### config.mk
export PLATFORM = sky130hd
export DESIGN_NAME = seg7_scan_display
export DESIGN_NICKNAME = d
export VERILOG_FILES = /design/src/rtl/seg7_pkg.sv /design/src/rtl/hex_to_seg7.sv /design/src/rtl/seg7_scan_display.sv
export SDC_FILE = /design/constraint.sdc
export NUM_CORES = 1
export LEC_CHECK = 0
export BUFFER_PORTS_ARGS = -buffer_cell sky130_fd_sc_hd__buf_2
export CAP_MARGIN = 20
export CORE_MARGIN = 5
export CORE_UTILIZATION = 30
export DETAILED_ROUTE_END_ITERATION = 8
export PLACE_DENSITY_LB_ADDON = 0.3
export SLEW_MARGIN = 20
export SYNTH_ARGS = -nofsm -noshare
export SYNTH_HDL_FRONTEND = slang
export SYNTH_SLANG_ARGS = --single-unit
### constraint.sdc
create_clock -name clk -period 4.4 [get_ports clk]
set_input_delay 0.88 -clock clk [delete_from_list [all_inputs] [get_ports clk]]
set_output_delay 0.88 -clock clk [all_outputs]
set_load 0.01 [all_outputs]
### src/rtl/seg7_pkg.sv
// Shared types and constants for the multiplexed seven-segment display stage.
package seg7_pkg;

  typedef enum logic {SHOW = 1'b0, GAP = 1'b1} state_t;

  typedef logic [1:0] digit_idx_t;

  localparam logic [6:0] SEG_BLANK = 7'h7F;
  localparam logic [3:0] AN_OFF    = 4'hF;

  // Active-low gfedcba patterns; element 0 is the rightmost entry.
  localparam logic [15:0][6:0] HEX_SEG_LUT = {
    7'h0E, 7'h06, 7'h21, 7'h46, 7'h03, 7'h08, 7'h10, 7'h00,
    7'h78, 7'h02, 7'h12, 7'h19, 7'h30, 7'h24, 7'h79, 7'h40
  };

endpackage

### src/rtl/hex_to_seg7.sv
// Combinational hex nibble to active-low seven-segment pattern decoder.
module hex_to_seg7
  import seg7_pkg::*;
(
  input  logic [3:0] i_hex,
  output logic [6:0] o_seg
);

  assign o_seg = HEX_SEG_LUT[i_hex];

endmodule

### src/rtl/seg7_scan_display.sv
// Four-digit common-anode scan driver with inter-digit blanking and frame-aligned value updates.
// Build option: define LEADING_ZERO_BLANK_EN to blank the carry digit when carry is 0.
//
// state | meaning
// SHOW  | current digit lit for CLK_DIV clocks
// GAP   | all anodes off for GAP_CYC clocks, then advance digit
module seg7_scan_display
  import seg7_pkg::*;
#(
  parameter int CLK_DIV = 50000,
  parameter int GAP_CYC = 4
) (
  input  logic       clk,
  input  logic       rst_n,
  input  logic       load,
  input  logic [3:0] a_in,
  input  logic [3:0] b_in,
  input  logic [3:0] sum_in,
  input  logic       carry_in,
  output logic [6:0] seg,
  output logic       dp,
  output logic [3:0] an,
  output logic       load_ack,
  output logic       frame_done
);

  localparam int PW = $clog2(CLK_DIV);
  localparam int GW = $clog2(GAP_CYC + 1);

  state_t        r_state;
  logic [PW-1:0] r_presc;
  logic [GW-1:0] r_gap;
  digit_idx_t    r_digit;

  logic [3:0] r_sh_a, r_sh_b, r_sh_sum;
  logic       r_sh_carry;
  logic [3:0] r_act_a, r_act_b, r_act_sum;
  logic       r_act_carry;
  logic       r_pending;

  logic [6:0] r_seg;
  logic [3:0] r_an;
  logic       r_load_ack;
  logic       r_frame_done;

  logic       w_gap_exit;
  logic       w_frame_end;
  logic [3:0] w_nib;
  logic [6:0] w_seg;
  logic       w_blank_lz;

  assign w_gap_exit  = (r_state == GAP) && (r_gap == GW'(GAP_CYC - 1));
  assign w_frame_end = w_gap_exit && (r_digit == 2'd3);

  always_ff @(posedge clk) begin
    if (!rst_n) begin
      r_state <= SHOW;
      r_presc <= '0;
      r_gap   <= '0;
      r_digit <= '0;
    end else begin
      case (r_state)
        SHOW: begin
          if (r_presc == PW'(CLK_DIV - 1)) begin
            r_presc <= '0;
            r_state <= GAP;
          end else begin
            r_presc <= r_presc + 1'b1;
          end
        end
        GAP: begin
          if (w_gap_exit) begin
            r_gap   <= '0;
            r_digit <= r_digit + 1'b1;
            r_state <= SHOW;
          end else begin
            r_gap <= r_gap + 1'b1;
          end
        end
        default: r_state <= SHOW;
      endcase
    end
  end

  // A load on the boundary edge lands in the shadow after the transfer reads it, so pending stays set.
  always_ff @(posedge clk) begin
    if (!rst_n) begin
      r_sh_a      <= '0;
      r_sh_b      <= '0;
      r_sh_sum    <= '0;
      r_sh_carry  <= 1'b0;
      r_act_a     <= '0;
      r_act_b     <= '0;
      r_act_sum   <= '0;
      r_act_carry <= 1'b0;
      r_pending   <= 1'b0;
    end else begin
      if (w_frame_end && r_pending) begin
        r_act_a     <= r_sh_a;
        r_act_b     <= r_sh_b;
        r_act_sum   <= r_sh_sum;
        r_act_carry <= r_sh_carry;
        r_pending   <= 1'b0;
      end
      if (load) begin
        r_sh_a     <= a_in;
        r_sh_b     <= b_in;
        r_sh_sum   <= sum_in;
        r_sh_carry <= carry_in;
        r_pending  <= 1'b1;
      end
    end
  end

  always_comb begin
    w_nib = r_act_sum;
    case (r_digit)
      2'd0: w_nib = r_act_sum;
      2'd1: w_nib = {3'b000, r_act_carry};
      2'd2: w_nib = r_act_b;
      2'd3: w_nib = r_act_a;
      default: w_nib = r_act_sum;
    endcase
  end

  hex_to_seg7 u_dec (
    .i_hex (w_nib),
    .o_seg (w_seg)
  );

`ifdef LEADING_ZERO_BLANK_EN
  assign w_blank_lz = (r_digit == 2'd1) && !r_act_carry;
`else
  assign w_blank_lz = 1'b0;
`endif

  always_ff @(posedge clk) begin
    if (!rst_n) begin
      r_an         <= AN_OFF;
      r_seg        <= SEG_BLANK;
      r_load_ack   <= 1'b0;
      r_frame_done <= 1'b0;
    end else begin
      if ((r_state == GAP) || w_blank_lz) begin
        r_an  <= AN_OFF;
        r_seg <= SEG_BLANK;
      end else begin
        r_an  <= ~(4'b0001 << r_digit);
        r_seg <= w_seg;
      end
      r_load_ack   <= w_frame_end && r_pending;
      r_frame_done <= w_frame_end;
    end
  end

  assign seg        = r_seg;
  assign an         = r_an;
  assign dp         = 1'b1;
  assign load_ack   = r_load_ack;
  assign frame_done = r_frame_done;

endmodule
==> impl_results.md, run 1 <==
* Outcome: finished, final reports clean
* Top-count cell post-synth: dfxtp_1
* Worst Tran Pin Value at between 0.8 and 0.9 ns
* Core area at 9060 um2
* Post-synth EDFFs at 0
* Drc violations at 0
* Synth Instances at approximately 280
* Post-route cell area at 3200 um2
* Number of max-cap violations at 0
* Ys async rst share at 0
* CP endpoint kind: flip-flop
* Flops & latches, synth at 62
* Diode count at 0
* Overflow after GRT at 0
* First-pass GRT wire length at around 8800 um
* Initial antenna violation count at 0
* CP cell instances: inv_1 > ha_1 > a221o_1 > o21ai_0 > inv_1 > ha_1 > o211ai_1 > o211ai_1
* Clock share of power at 0.477
* Setup Crit Path Kind: reg2reg
* Area delta synth->final at 16.6%
* Post-CTS setup buffers at 0
* Minimum clock period at 2.32 ns
* WL met1 at roughly 2700 um
* Post_cts resized at 0
* RSZ-0062 raised after global routing: false
* Met2 wire len at 2270 um
* Die H at approximately 110 um
* Largest net degree at the start of global routing at 39
* Worst-Skew Late Latency at ~0.34 ns
* Uppermost layer routed: met4
* Post-DP HPWL at ~3700 um
* RePlAce Congestion at between 0.8 and 0.9
* Wirelength, routed at around 5200 um
* Gate power share at 0.039
* Syn_area_per_cell at about 10 um2
* Syn Std Cell Area at 2750 um2
* Final setup vio count at 0
* Clock skew at 0.00922 ns
* Met3 Routed Length at 231 um
* Hold Buf Count CTS at 0
* Leak Pwr at between 1 and 1.5 nW
* CTS tree: yes
* CP max-delay cell: a221o_1
* Die Area at between 10000 and 15000 um2
* Yosys top cell by area: dfxtp_1
* Layout cells sized above 1 at 0.160
* Final WS setup at between 2 and 2.5 ns
* Vias per inst at about 4.6
* # rows at 35
* CP max FO at 6
* Seq pwr share at 0.484
* # port buffers at 28
* Max-slew violations at 0
* Net Sw Frac at 0.199
* Clk sinks at between 60 and 70
* Placed Instances at approximately 400
* Antenna-violating nets left at 0
* Synth top area cells: dfxtp_1, mux2i_1, nor2b_1, ha_1, xnor2_1
* Non-filler cells, final at 418
* Vias in the first global route at approximately 1900
* CP peak stage delay at around 0.38 ns
* Initial core utilization at 0.303
* Ys Warns at 0
* Cts bufs inserted at 9
* Sequential fraction of the synthesis area at 0.452
* Final hold viol count at 0
* Most used flip-flop cell after synthesis: dfxtp_1
* Die X at around 110 um
* CTS H-Tree Depth at 3
* Worst-case clock buffer depth at 2
* Worst Path Arrival at 2.51 ns
* DR vias at ~1900
* WP data required at roughly 4.6 ns
* I/O Pins at 30
* Setup TNS Final at 0 ns
* Place WS at 2.11 ns
* Hold crit path type: reg2reg
* Synth top area share at 0.452
* Rel. slew slack at 0.463
* Clock slew at reported path FFs at 0.06 ns
* Final net count at about 330
* Post-synth top cells: dfxtp_1, mux2i_1, nor2b_1
* FMAX at around 430 MHz
* Clk root buf: clkbuf_8
* Post-DP Area at around 3000 um2
* GRT Resource Usage Total at 0.0997
* Int Power at ~0.96 mW
* Yosys cell types at 45
* Initial DRC count at 62
* Pre-Repair DR Iteration Count at 4
* Period utilization at 0.528
* Peak supply drop at between 150 and 200 uV
* Routed len/inst at roughly 13 um
* CP Launch Type: flip-flop
* Mapped Nets at just over 300
* PwrDens at between 300 and 400 nW/um2
* Total net switching power at between 0.2 and 0.25 mW
per-stage QoR:
step | hold WS [ns] | utilization | power [mW]
CTS | 0.438 | 0.353 | 1.22
floorplan | 0.408 | - | 0.626
global route | 0.453 | 0.353 | 1.26
detailed placement | 0.422 | 0.328 | 0.643
global placement | 0.419 | 0.328 | 0.641
finish | 0.436 | 0.353 | 1.20
final timing paths:
check                                start  cells past startpoint  slack (ns)        to
worst max-delay path            r_digit[0]                      8        2.08    seg[3]
worst min-delay path              r_gap[2]                      2        0.44  r_gap[2]
worst max register to register  r_digit[0]                      8        2.08    seg[3]
worst min register to register    r_gap[2]                      2        0.44  r_gap[2]
power groups by stage:
stage / registers [mW] / logic [mW] / clock network [mW]
floorplan: 0.595 / 0.0316 / 0
global placement: 0.595 / 0.0467 / 0
detailed placement: 0.595 / 0.0480 / 0
CTS: 0.582 / 0.0481 / 0.593
global route: 0.583 / 0.0530 / 0.619
finish: 0.582 / 0.0469 / 0.574
registers in the layout, summed over array words and instances (netlist names):
| signal | count |
|---|---|
| r_digit | 2 |
| r_act_b | 4 |
| seg | 7 |
| r_sh_carry | 1 |
| r_state | 1 |
| r_gap | 3 |
| r_pending | 1 |
| r_presc | 16 |
| an | 4 |
| load_ack | 1 |
| r_sh_b | 4 |
| r_act_a | 4 |
| r_sh_sum | 4 |
| r_act_sum | 4 |
| frame_done | 1 |
| r_act_carry | 1 |
| r_sh_a | 4 |
logic make-up after synthesis:
group,after synthesis,share of synthesized area
and+or+nand+nor,100,0.211
DFF,62,0.452
AOI/OAI and AO/OA,33,0.0838
muxes,33,0.120
buffers and inverters,21,0.0319
adders and majority gates,13,0.0592
xor gates and xnor gates,13,0.0414
other,1,0.00136
layer usage:
metal / vias to the layer above / track usage
met3: 9 / 0.0367
met2: 36 / 0.149
met1: 886 / 0.126
met5: - / 0
met4: 0 / 0.0500
li1: 1003 / -
worst max-delay path, delay by kind of cell (launching register included):
| family | cells | cell delay, ns |
|---|---|---|
| AOI/OAI and AO/OA | 4 | 0.96 |
| adders and majority gates | 2 | 0.57 |
| buffers and inverters | 2 | 0.29 |
| DFF | 1 | 0.36 |
cell usage in the layout, fill, tap and decap left out, types with 2 or more instances in the layout:
cell type	count
a21oi_1	9
a221o_1	4
a31oi_1	3
and2_1	3
buf_2	28
bufinv_16	2
clkbuf_8	12
dfxtp_1	62
ha_1	13
inv_1	8
mux2i_1	33
nand2_1	12
nand2b_1	4
nand3_1	5
nand4_1	2
nor2_1	17
nor2b_1	32
nor3_1	5
nor4_1	4
nor4b_1	2
o211ai_1	2
o21ai_0	5
o31ai_1	4
or3_1	2
or4_1	2
xnor2_1	11
xor2_1	2
layout make-up:
cell class,instances,area (um2)
Fill cell,927,5860
Clock inverter,3,65.1
Multi-Input combinational cell,193,1420
Tap cell,111,139
Clock buffer,13,169
Sequential cell,62,1240
Inverter,8,30.0
Timing Repair Buffer,28,140
No activity file was read; power rests on OpenSTA's default activity.
==> run 2, diff against run 1 <==
--- a/config.mk
+++ b/config.mk
@@ -5,6 +5,7 @@
 export SDC_FILE = /design/constraint.sdc
 export NUM_CORES = 1
 export LEC_CHECK = 0
+export ABC_AREA = 1
 export BUFFER_PORTS_ARGS = -buffer_cell sky130_fd_sc_hd__buf_2
 export CAP_MARGIN = 20
 export CORE_MARGIN = 5
==> constraint.sdc (replaced) <==
create_clock -name clk -period 2.1 [get_ports clk]
set_input_delay 0.42 -clock clk [delete_from_list [all_inputs] [get_ports clk]]
set_output_delay 0.42 -clock clk [all_outputs]
set_load 0.01 [all_outputs]
==> run 2 against run 1 <==
Net effect:
- utilization increased by 0.13 points
- die area increased by 1.7%
- sequential power increased by 110%
- setup slack got worse by 1.9 ns
- clock skew decreased by 0.0030 ns
- synthesized cell count increased by 43%
- via count increased by 26%
- first-iteration DRC count increased by 23%
- critical path depth increased by 3
- critical endpoint is now seg[0]
- highest routed layer unchanged
==> impl_results.md, run 2 <==
* FMAX at 528 MHz (was 430 MHz)
* Family with the most delay on the worst path: simple AND/OR/NAND/NOR gates (was compound AO/OA/AOI/OAI gates)
* CP peak stage delay at 0.40 ns (was 0.38 ns)
* Syn Std Cell Area at 2800 um2 (was 2750 um2)
* Number of max-cap violations at 0 (unchanged)
* Final setup vio count at 0 (unchanged)
* CP max FO at 6 (unchanged)
* Ys Warns at 0 (unchanged)
* Routed len/inst at 10.7 um (was 12.5 um)
* Minimum clock period at 1.89 ns (was 2.32 ns)
* Mapped Nets at 423 (was 305)
* Place WS at 0.164 ns (was 2.11 ns)
* Die X at 107 um (was 106 um)
* Top-count cell post-synth: nor2_1 (was dfxtp_1)
* Post-synth EDFFs at 0 (unchanged)
* Synth top area share at 0.443 (was 0.452)
* Clk root buf: clkbuf_8 (unchanged)
* GRT Resource Usage Total at 0.107 (was 0.0997)
* Setup Crit Path Kind: reg2reg (unchanged)
* Overflow after GRT at 0 (unchanged)
* Worst-Skew Late Latency at 0.33 ns (was 0.34 ns)
* Initial antenna violation count at 0 (unchanged)
* Clk sinks at 62 (unchanged)
* Initial DRC count at 76 (was 62)
* Worst-case clock buffer depth at 2 (unchanged)
* Post-route cell area at 3250 um2 (was 3200 um2)
* CP endpoint kind: flip-flop (unchanged)
* # port buffers at 28 (unchanged)
* PwrDens at 697 nW/um2 (was 375 nW/um2)
* I/O Pins at 30 (unchanged)
* CTS H-Tree Depth at 3 (unchanged)
* Sequential fraction of the synthesis area at 0.443 (was 0.452)
* Post-DP Area at 3060 um2 (was 2970 um2)
* Post-CTS setup buffers at 0 (unchanged)
* Core area at 9150 um2 (was 9060 um2)
* Uppermost layer routed: met4 (unchanged)
* Antenna-violating nets left at 0 (unchanged)
* Hold crit path type: in2reg (was reg2reg)
* Hold Buf Count CTS at 0 (unchanged)
* CTS tree: yes (unchanged)
* Post-DP HPWL at 4360 um (was 3730 um)
* Largest net degree at the start of global routing at 32 (was 39)
* Max-slew violations at 0 (unchanged)
* Total power at 2.26 mW (was 1.20 mW)
* Met2 wire len at 2460 um (was 2270 um)
* Synth Instances at 394 (was 276)
* Commonest non-fill, non-tap cells in the layout: nor2_1, nand2_1, dfxtp_1 (was dfxtp_1, mux2i_1, nor2b_1)
* Drc violations at 0 (unchanged)
* Area delta synth->final at 16.0% (was 16.6%)
* RSZ-0062 raised after global routing: false (unchanged)
* Post-synth top cells: nor2_1, nand2_1, dfxtp_1 (was dfxtp_1, mux2i_1, nor2b_1)
* Worst Path Arrival at 2.10 ns (was 2.51 ns)
* FF-to-FF setup slack at 0.21 ns (was 2.08 ns)
* Diode count at 0 (unchanged)
* CP max-delay cell: dfxtp_1 (was a221o_1)
* Layout cells sized above 1 at 0.155 (was 0.160)
* Vias in the first global route at 2256 (was 1860)
* Leak Pwr at 1.41 nW (was 1.40 nW)
* Critical Path End: seg[0] (was seg[3])
* CP Depth at 11 (was 8)
* # rows at 35 (unchanged)
* Register with the most flip-flops: r_presc (unchanged)
* WL met1 at 3010 um (was 2650 um)
* Min Hold Slack at 0.301 ns (was 0.436 ns)
* Final net count at 456 (was 331)
* CP cell instances: inv_1 > ha_1 > a21oi_1 > nand3_1 > nand2_2 > inv_1 > ha_1 > inv_1 > nand3_1 > nand3_1 > nand3_1 (was inv_1 > ha_1 > a221o_1 > o21ai_0 > inv_1 > ha_1 > o211ai_1 > o211ai_1)
* Post_cts resized at 0 (unchanged)
* Reg-to-reg startpoint: r_digit[0] (unchanged)
* Initial core utilization at 0.306 (was 0.303)
* Peak supply drop at 233 uV (was 182 uV)
* Vias per inst at 4.50 (was 4.63)
* Final WS setup at 0.206 ns (was 2.08 ns)
* Worst reg-to-reg path cell count at 11 (was 8)
* Syn_area_per_cell at 7.11 um2 (was 9.96 um2)
* Yosys cell types at 29 (was 45)
* Outcome: finished, final reports clean (unchanged)
* Crit path buffers/inverters at 3 (was 2)
* Reg-to-reg endpoint: seg[0] (was seg[3])
* Period utilization at 0.902 (was 0.528)
* Yosys top cell by area: dfxtp_1 (unchanged)
* CP Launch Type: flip-flop (unchanged)
* Ys async rst share at 0 (unchanged)
* Setup TNS Final at 0 ns (unchanged)
* Largest register FFs at 16 (unchanged)
* WP data required at 2.31 ns (was 4.59 ns)
* Die H at 107 um (was 106 um)
* Synth top area cells: dfxtp_1, nor2_1, nand2_1, o21ai_0, ha_1 (was dfxtp_1, mux2i_1, nor2b_1, ha_1, xnor2_1)
* Most used flip-flop cell after synthesis: dfxtp_1 (unchanged)
* Clock skew at 0.00621 ns (was 0.00922 ns)
* RePlAce Congestion at 0.861 (was 0.821)
* Most used cell, CP: nand3_1
* Die Area at 11400 um2 (was 11200 um2)
* Crit path launch: r_digit[0] (unchanged)
* Clock slew at reported path FFs at 0.07 ns (was 0.06 ns)
* Fill cells at 971 (was 927)
* Met3 Routed Length at 240 um (was 231 um)
* Cts bufs inserted at 9 (unchanged)
* Wirelength, routed at 5810 um (was 5240 um)
* Final hold viol count at 0 (unchanged)
* Pre-Repair DR Iteration Count at 4 (unchanged)
* Flops & latches, synth at 62 (unchanged)
* DR vias at 2446 (was 1934)
* First-pass GRT wire length at 9910 um (was 8810 um)
* Most common cell after layout, fill and taps aside: nor2_1 (was dfxtp_1)
## run 2: cell types whose count changed after synthesis, sizes merged, moves of 20 or more
cell	delta
o21ai	+32
mux2i	-33
inv	+32
nor2b	-32
nand2	+69
nand3	+20
nor2	+82
## run 2: report_power, final
part	internal [mW]	switching, mW
logic	0.0403	0.0604
registers	1.21	0.0145
clock network	0.463	0.479
total	1.71	0.554
## run 2: per-stage QoR
stage | instances | utilization
3_5_place_dp | 527 | 0.334
6_report | 543 | 0.355
5_1_grt | 543 | 0.355
4_1_cts | 543 | 0.354
3_3_place_gp | 527 | 0.334
2_1_floorplan | 394 | -
## run 2: worst min path at each step
stage,startpoint,endpoint,slack [ns],depth (start not counted)
floorplan,r_act_sum[0],r_act_sum[0],0.43,2
global placement,r_gap[2],r_gap[2],0.46,2
detailed placement,r_gap[0],r_gap[0],0.47,2
CTS,sum_in[2],r_sh_sum[2],0.28,3
global route,b_in[3],r_sh_b[3],0.30,3
finish,sum_in[2],r_sh_sum[2],0.30,3
## run 2: cells by family after synthesis
group / share of synthesized area
simple gates: 0.325
other cells: 0.00134
flops: 0.443
xor+xnor: 0.00626
fa+ha+maj: 0.0581
buf+inv: 0.0751
compound gates: 0.0907
## run 2: area by class of cell
class	instances	area (um2)	area share
multi-input combinational	281	1350	0.417
clock buffer	10	138	0.0424
timing repair buffer	33	178	0.0547
sequential	62	1240	0.382
inverter	40	150	0.0462
tap	111	139	0.0428
clock inverter	6	47.5	0.0146
## run 2: worst min-delay path, delay by kind of cell
| kind | cells | cell delay (ns) |
|---|---|---|
| and+or+nand+nor | 2 | 0.11 |
| buffers and inverters | 1 | 0.07 |
## run 2: routing by layer
metal | up-vias | track usage
met5 | - | 0
li1 | 1302 | -
met3 | 9 | 0.0295
met2 | 52 | 0.155
met4 | 0 | 0.0475
met1 | 1083 | 0.147
